File: src/rtl/acc_norm_pkg.sv
// Shared types and fp16 constants for the fixed-point to fp16 normalizer.
package acc_norm_pkg;

  typedef enum logic [2:0] {
    S_IDLE,
    S_NORM,
    S_DENORM,
    S_ROUND,
    S_OUT
  } state_t;

  localparam int FP16_BIAS   = 15;
  localparam int FP16_MANT_W = 10;
  localparam int FP16_EXP_W  = 5;

  localparam logic [15:0] FP16_POS_INF = 16'h7C00;
  localparam logic [15:0] FP16_NEG_INF = 16'hFC00;

  // DENORM never needs more shifts than this to push any representable
  // value into the subnormal range; anything smaller rounds to zero anyway.
  localparam int DENORM_MAX_SHIFT = 12;

endpackage

File: src/rtl/fp16_round_pack.sv
// Combinational round-to-nearest-even and fp16 packing.
// mag arrives normalized (MSB set) or, for subnormals, right-shifted with
// e == 1 and the hidden bit clear. Subnormal encoding is enabled by the
// NORM_SUBNORMAL_EN macro; without it tiny results flush to signed zero.
module fp16_round_pack
  import acc_norm_pkg::*;
#(
  parameter int ACC_WIDTH = 32
) (
  input  logic                 sign,
  input  logic signed [7:0]    e,
  input  logic [ACC_WIDTH-1:0] mag,
  input  logic                 sticky,
  output logic [15:0]          fp_out,
  output logic                 ovf,
  output logic                 uf
);

  localparam int EMAX = 2 * FP16_BIAS + 1;

  logic [FP16_MANT_W-1:0] mant;
  logic [FP16_MANT_W-1:0] m_r;
  logic [FP16_MANT_W+1:0] sum;
  logic                   guard;
  logic                   rest;
  logic                   inc;
  logic                   hidden;
  logic signed [7:0]      e_r;

  // Round, propagate mantissa carry into the exponent, then classify.
  always_comb begin
    mant   = mag[ACC_WIDTH-2 -: FP16_MANT_W];
    guard  = mag[ACC_WIDTH-2-FP16_MANT_W];
    rest   = (|mag[ACC_WIDTH-3-FP16_MANT_W:0]) | sticky;
    inc    = guard & (rest | mant[0]);
    sum    = {1'b0, mag[ACC_WIDTH-1], mant} + {{(FP16_MANT_W+1){1'b0}}, inc};
    // A carry out of 1.111..1 wraps the mantissa to zero and bumps e; a
    // subnormal that carries into the hidden bit keeps e == 1 (exponent 1).
    e_r    = sum[FP16_MANT_W+1] ? e + 8'sd1 : e;
    hidden = sum[FP16_MANT_W+1] | sum[FP16_MANT_W];
    m_r    = sum[FP16_MANT_W-1:0];
    fp_out = '0;
    ovf    = 1'b0;
    uf     = 1'b0;
    if (mag == '0) begin
      fp_out = '0;
    end else if (e_r >= 8'(EMAX)) begin
      fp_out = sign ? FP16_NEG_INF : FP16_POS_INF;
      ovf    = 1'b1;
    end
`ifdef NORM_SUBNORMAL_EN
    else if (!hidden || e_r <= 8'sd0) begin
      fp_out = {sign, {FP16_EXP_W{1'b0}}, m_r};
      uf     = 1'b1;
    end
`else
    else if (!hidden || e_r <= 8'sd0) begin
      fp_out = {sign, 15'h0};
      uf     = 1'b1;
    end
`endif
    else begin
      fp_out = {sign, e_r[FP16_EXP_W-1:0], m_r};
    end
  end

endmodule

File: src/rtl/acc_fp16_normalizer.sv
// Captures the MAC's shared exponent and signed fixed-point sum, normalizes
// the magnitude one bit per cycle, rounds to nearest-even and presents an
// fp16 word on a valid/ready port. NORM_SUBNORMAL_EN adds the DENORM state
// and subnormal outputs.
module acc_fp16_normalizer
  import acc_norm_pkg::*;
#(
  parameter int ACC_WIDTH = 32,
  parameter int FRAC_BITS = 10
) (
  input  logic                 clk,
  input  logic                 rst,
  input  logic                 start,
  input  logic [4:0]           exp_in,
  input  logic [ACC_WIDTH-1:0] fixed_in,
  output logic                 in_ready,
  output logic [15:0]          fp_out,
  output logic                 out_valid,
  input  logic                 out_ready,
  output logic                 ovf,
  output logic                 uf
);

  // With the magnitude's MSB at the top bit, e is directly the biased exponent.
  localparam logic signed [7:0] E_OFS = 8'(ACC_WIDTH - 1 - FRAC_BITS);

  state_t                state, nxt;
  logic                  sign;
  logic [ACC_WIDTH-1:0]  mag;
  logic signed [7:0]     e;
  logic                  sticky;
`ifdef NORM_SUBNORMAL_EN
  logic [3:0]            dcnt;
`endif
  logic [15:0]           rp_fp;
  logic                  rp_ovf;
  logic                  rp_uf;

  assign in_ready  = (state == S_IDLE);
  assign out_valid = (state == S_OUT);

  fp16_round_pack #(.ACC_WIDTH(ACC_WIDTH)) u_round (
    .sign   (sign),
    .e      (e),
    .mag    (mag),
    .sticky (sticky),
    .fp_out (rp_fp),
    .ovf    (rp_ovf),
    .uf     (rp_uf)
  );

  // State register.
  always_ff @(posedge clk or posedge rst) begin
    if (rst) state <= S_IDLE;
    else     state <= nxt;
  end

  // Next-state logic. A zero capture goes straight to ROUND, where the
  // packer emits +0, so its result appears one cycle after the capture.
  always_comb begin
    nxt = state;
    case (state)
      S_IDLE:   if (start) nxt = (fixed_in == '0) ? S_ROUND : S_NORM;
      S_NORM: begin
        if (mag[ACC_WIDTH-1]) begin
`ifdef NORM_SUBNORMAL_EN
          nxt = (e <= 8'sd0) ? S_DENORM : S_ROUND;
`else
          nxt = S_ROUND;
`endif
        end
      end
`ifdef NORM_SUBNORMAL_EN
      S_DENORM: if (e == 8'sd0 || dcnt == 4'(DENORM_MAX_SHIFT - 1)) nxt = S_ROUND;
`endif
      S_ROUND:  nxt = S_OUT;
      S_OUT:    if (out_ready) nxt = S_IDLE;
      default:  nxt = S_IDLE;
    endcase
  end

  // Datapath: capture, shift, and register the packed result.
  always_ff @(posedge clk or posedge rst) begin
    if (rst) begin
      sign   <= 1'b0;
      mag    <= '0;
      e      <= '0;
      sticky <= 1'b0;
`ifdef NORM_SUBNORMAL_EN
      dcnt   <= '0;
`endif
      fp_out <= '0;
      ovf    <= 1'b0;
      uf     <= 1'b0;
    end else begin
      case (state)
        S_IDLE: begin
          if (start) begin
            sign   <= fixed_in[ACC_WIDTH-1];
            // -2^(W-1) negates to itself, which reads as 2^(W-1) unsigned.
            mag    <= fixed_in[ACC_WIDTH-1] ? -fixed_in : fixed_in;
            e      <= 8'(exp_in) + E_OFS;
            sticky <= 1'b0;
`ifdef NORM_SUBNORMAL_EN
            dcnt   <= '0;
`endif
          end
        end
        S_NORM: begin
          if (!mag[ACC_WIDTH-1]) begin
            mag <= mag << 1;
            e   <= e - 8'sd1;
          end
        end
`ifdef NORM_SUBNORMAL_EN
        S_DENORM: begin
          mag    <= mag >> 1;
          sticky <= sticky | mag[0];
          e      <= e + 8'sd1;
          dcnt   <= dcnt + 4'd1;
        end
`endif
        S_ROUND: begin
          fp_out <= rp_fp;
          ovf    <= rp_ovf;
          uf     <= rp_uf;
        end
        default: ;
      endcase
    end
  end

endmodule

File: config.mk
export PLATFORM = sky130hd
export DESIGN_NAME = acc_fp16_normalizer
export DESIGN_NICKNAME = d
export VERILOG_FILES = /design/src/rtl/acc_norm_pkg.sv /design/src/rtl/fp16_round_pack.sv /design/src/rtl/acc_fp16_normalizer.sv
export SDC_FILE = /design/constraint.sdc
export NUM_CORES = 1
export LEC_CHECK = 0
export BUFFER_PORTS_ARGS = -buffer_cell sky130_fd_sc_hd__buf_2
export CAP_MARGIN = 20
export CORE_ASPECT_RATIO = 0.6
export CORE_MARGIN = 3
export CORE_UTILIZATION = 50
export CTS_BUF_LIST = sky130_fd_sc_hd__clkbuf_8
export CTS_CLUSTER_SIZE = 20
export DETAILED_ROUTE_END_ITERATION = 10
export PLACE_DENSITY = 0.7
export SYNTH_ARGS = -nofsm -noshare
export SYNTH_HDL_FRONTEND = slang
export SYNTH_SLANG_ARGS = --single-unit
export TNS_END_PERCENT = 20
File: constraint.sdc
create_clock -name clk -period 3.19 [get_ports clk]
set_clock_uncertainty 0.05 [all_clocks]
set_input_delay 0.957 -clock clk [delete_from_list [all_inputs] [get_ports clk]]
set_output_delay 0.957 -clock clk [all_outputs]
set_load 0.005 [all_outputs]
* After elaboration in Yosys (flattened, before gate mapping) *
Cells that the tools add are included.
Widths: inputs -> output; s select.

storage, ports and cells
  flip-flop bits (word level) = 62
  bits of input ports = 41
  output and inout port bits = 20
  logic and storage cells = 58

cells by class
  add/subtract/negate cells = 5
  $lt $le $gt $ge = 2
  eq/ne operators = 7
  mux-type cells = 22
  bitwise logic cells = 3
  reductions and logical operators = 11

operators by type and width
  kind                 number
  $mux 32              3
  $logic_not 32->1     2
  $pmux 32 s2          1
  $mux 16              3
  $neg 32->32          1
  $mux 8               3
  $reduce_or 20->1     1
  $pmux 8 s2           1
  $mux 15              1
  $add 11x1->12        1
  $pmux 3 s4           1
  $mux 3               3
  $add 8x2->8 const B  1
  $ge 8x6->1 const B   1
  $le 8x1->1 const B   1
  $sub 8x2->8 const B  1
  $add 5x5->6 const B  1
  $ne 2x2->1 const B   3
  $reduce_and 3->1     2
  $mux 1               5
  $reduce_and 2->1     2
  $eq 3x1->1 const B   1
  $eq 3x2->1 const B   1
  $eq 3x3->1 const B   1
  other kinds (8)      9

* Depth between registers and ports, before layout *
  depth in word-level cells = 10
  mapped depth = 10
  mapped depth without buffers = 8

* Hierarchy *
Synthesis repeated with hierarchy kept, for this count alone.

unflattened totals
  cells, all modules = 481
  area, all modules = 4380.5 µm²

by module, submodules not included
  module               instances  cells each  area each (µm²)  seq. area each (µm²)
  acc_fp16_normalizer  1          367         3565.9           1551.5
  fp16_round_pack      1          114         814.5            0.0

* Worst setup path before layout *
No wires, ideal clock.

  kind = input-to-reg
  start = in fixed_in[24]
  end = reg state[1]
  library setup time = 0.096 ns
  arrival time = 2.696 ns
  data required time = 3.044 ns
  path slack = 0.348 ns
  cell stages on the path = 5
  path buffers = 0
  cells stage by stage = or4_1 -> or3_1 -> or2_2 -> or4_1 -> o31ai_1

between the ends
  word-level cells in the longest chain between the ends = 4

ends and longest elaborated chain
  element               RTL line                   text
  from (decl)           acc_fp16_normalizer.sv:15  input logic [ACC_WIDTH-1:0] fixed_in,
  $logic_not 32->1      acc_fp16_normalizer.sv:63  S_IDLE: if (start) nxt = (fixed_in == '0) ? S_ROUND : S_NORM;
  $mux 2                acc_fp16_normalizer.sv:63
  $mux 3                acc_fp16_normalizer.sv:63
  $pmux 3 s4            acc_fp16_normalizer.sv:62  case (state)
  to (signal assigned)  acc_fp16_normalizer.sv:55  else state <= nxt;
  to (decl)             acc_fp16_normalizer.sv:27  state_t state, nxt;

No other way between the ends. The select of a mux whose other input is x is not followed.
A chain may end at the register's enable or synchronous reset.

* Worst setup path after layout *
  start = reg mag[29]
  end = reg fp_out[4]

between the ends
  word-level cells in the longest chain between the ends = 7
  elaborated cells between the ends (all ways) = 11
  those cells by class = add/sub (1); order compare (2); mux (4); bitwise (1); reduce/logical (3)

ends and longest elaborated chain
  element                                               RTL line                                      text
  from (decl)                                           acc_fp16_normalizer.sv:29                     logic [ACC_WIDTH-1:0] mag;
  from (signal assigned)                                acc_fp16_normalizer.sv:101                    mag <= fixed_in[ACC_WIDTH-1] ? -fixed_in : fixed_in;
  from (signal assigned)                                acc_fp16_normalizer.sv:111                    mag <= mag << 1;
  $add 11x1->12                                         fp16_round_pack.sv:36                         sum = {1'b0, mag[ACC_WIDTH-1], mant} + {{(FP16_MANT_W+1){1'b0}}, inc};
  $mux 8 / $or 1x1->1 (equally long branches)           fp16_round_pack.sv:39, fp16_round_pack.sv:40
  $le 8x1->1 / $logic_not 1->1 (equally long branches)  fp16_round_pack.sv:57                         else if (!hidden || e_r <= 8'sd0) begin
  $logic_or 1x1->1                                      fp16_round_pack.sv:57
  $mux 15                                               fp16_round_pack.sv:57
  $mux 16                                               fp16_round_pack.sv:47                         end else if (e_r >= 8'(EMAX)) begin
  $mux 16 (*)                                           fp16_round_pack.sv:45                         if (mag == '0) begin
  to (signal assigned)                                  acc_fp16_normalizer.sv:124                    fp_out <= rp_fp;
  to (decl)                                             acc_fp16_normalizer.sv:17                     output logic [15:0] fp_out,

Mark *: on every way between the ends. The rest lies on a longest branch, timed or not.

==> impl_results.md <==
* Flops & latches, synth at 62
* R2r startpoint: mag[29]
* Final RePlAce weighted congestion at 0.831
* Worst path slowest cell: or4_1
* CP peak stage delay at 0.75 ns
* Warnings, synthesis at 0
* Crit start category: flop
* EDFF count, synth at 0
* Peak fanout along the critical path at 10
* RSZ-0062 raised after global routing: no
* Top-count cell post-synth: dfrtp_1
* Crit path max-delay family: simple AND/OR/NAND/NOR gates
* Core ar. at 7420 sq um
* Initial antenna violation count at 0
* Reg2Reg Depth at 6
* Via count at 3,576
* Synth Area in Adders at 0.0161
* DP HPWL at 7.44 mm
* First-pass GRT wire length at 16.9 mm
* Worst-Margin Slew at 0.622 ns
* Hold Path Sink: ovf
* H-tree Lvls at 3
* Buffer and inverter count on the worst path at 0
* Area share of and/or/nand/nor cells after synthesis at 0.195
* Number of global-route vias before repair at 3,357
* Setup bufs post-CTS at 0
* Mux cell area share after synthesis at 0.0183
* VDD IR max at 0.398 mV
* Main combinational cell family by area after synthesis: compound AO/OA/AOI/OAI gates
* Compound-Gate Fraction of Synth Area at 0.226
* Leading area contributor after synthesis: dfrtp_1
* Top-Level Pins at 61
* Die W at 120 microns
* Residual DRC at 0
* Num Clock Sinks at 62
* Synthesized area at 3890 sq um
* Final hold vios at 0
* Final antenna-violating net count at 0
* Area Overhead vs Synth at 14.1%
* Max-slew violations at 0
* Top-area cell type share of the netlist area at 0.399
* Asr flop ratio synth at 1.00
* Core Util, Final at 0.599
* Deepest clock path buffer count at 2
* CTS tree: built
* Pwr/cell area at 897 nW/um^2
* Largest net degree at the start of global routing at 63
* Number of diodes at 0
* 1st-iter DRT viols at 345
* Critical path endpoint category: flop
* Distinct cells, synth at 53
* Vias per cell at 5.99
* Post_cts resized at 0
* Finished Layout Cells at 597
* Final Setup Violations at 0
* Hold Crit Depth at 2
* First-pass iteration count of the detailed router at 4
* I/O Buffers at 60
* Setup TNS Final at 0 ns
* Inst Count DP at 583
* Reg-to-reg setup timing slack at 0.24 ns
* PnR Total Power at 3.98 mW
* CTS root buf: clkbuf_8
* Post-Synthesis Cells at 438
* Wire per inst at 17.0 microns
* Seq/Total Area, Yosys at 0.399
* Hold buffers post-CTS at 0
* Headroom to the max-slew limit at 0.585
* Initial Util at 0.525
* CP Data Arrival Time at 3.18 ns
* CTS buffer count at 9
* Critical path cell sequence: and4_1 > nand3_4 > o31a_1 > or3b_1 > or4_1 > o21ai_2
* Hold slack at 0.417 ns
* Final min period at 2.95 ns
* Synth Flop Type: dfrtp_1
* Share of cells above drive strength 1 at 0.209
* Max cap viols at 0
* GR Util All Layers at 0.241
* Commonest cells in the netlist: 62 x dfrtp_1, 51 x o21ai_0, 47 x nand2_1, 31 x xor2_1, 27 x a22oi_1
* Cell leakage power at 1.94 nW
* Status: complete, no violations
* CP Class: flop to flop
* Clock transition at path regs at 0.06 ns
* Hold Startpoint: ovf
* FP Rows at 24
* DIE AREA at 8910 sq um
* Avg Cell Area, Syn at 8.88 sq um
* Worst Hold Class: flop to flop
* GR Overflow Total at 0
* Xor/xnor share of the synthesized area at 0.104
* Die Y at 74.3 microns
* Clk_lat worst skew at 0.35 ns
* Syn_nets at 484
* Top achievable clock speed at 339 MHz
* FF-to-FF End: fp_out[4]
* Top post-synthesis cells by area: dfrtp_1 40%, xor2_1 7.0%, o21ai_0 6.6%
* Layout Nets at 536
* Overall routed net length at 10.1 mm
* WP data required at 3.41 ns
* Final period util at 0.925
[layout make-up]
cell class,count,area (sq um)
timing repair buffer,70,388
multi-input combinational,337,2180
clock inverter,4,17.5
tap,104,130
sequential,62,1550
fill,697,2980
inverter,10,37.5
clock buffer,10,138
[cell families after synthesis]
family,after synthesis
muxes,7
adders and majority gates,5
buffers and inverters,39
AOI/OAI and AO/OA,136
DFF,62
and+or+nand+nor,143
xor gates and xnor gates,46
[metrics by stage]
stage               setup WS [ns]  area [sq um]
detailed placement        -0.0488          4290
CTS                         0.257          4440
finish                      0.238          4440
global placement          -0.0391          4290
floorplan                   0.348          3890
global route                0.103          4440
[worst max-delay path by stage]
stage            startpoint        end  cells after the start
2_1_floorplan  fixed_in[24]   state[1]                      5
5_1_grt             mag[29]  fp_out[6]                      6
3_3_place_gp   fixed_in[24]   state[1]                      6
4_1_cts             mag[29]  fp_out[4]                      6
6_report            mag[29]  fp_out[4]                      6
3_5_place_dp   fixed_in[24]   state[1]                      6
[routing by layer]
metal,global-route usage,wire length (microns),up-vias
met1,0.362,5030,1724
met4,0.0622,99,0
met3,0.0760,859,11
met5,0,0,-
li1,-,-,1713
met2,0.337,4140,128
[cells in the final DEF, fill, tap and decap left out, types with 5 or more instances in the layout]
cell type  netlist  final
dfrtp_1         62     62
buf_2            7     60
o21ai_0         51     51
nand2_1         47     47
xor2_1          31     31
a22oi_1         27     27
nor2_1          19     18
a21oi_1         16     16
xnor2_1         15     15
nor4_1          14     14
o31ai_1         12     12
nand3_1         12     12
inv_1           10     11
o21ai_2         10     10
clkbuf_8         0     10
or4_1            9      9
buf_4            0      9
nor3_1           7      7
nand4_1          6      6
mux2i_1          6      6
ha_1             5      5
[worst reg2reg max path: cells and delay by family (launching register included)]
family	cells	cell delay [ns]
and+or+nand+nor	4	1.75
AOI/OAI and AO/OA	2	0.56
DFF	1	0.52
[power by group]
part,switching (mW),leakage (nW),internal [mW]
combinational,1.09,1.07,0.763
sequential,0.404,0.785,1.15
clock,0.293,0.0904,0.286
total,1.79,1.94,2.20
[flip-flops by register name (all words and copies together) (netlist names)]
signal  cells
mag        32
state       3
fp_out     16
uf          1
sign        1
ovf         1
e           8
No activity file was read; power rests on OpenSTA's default activity.
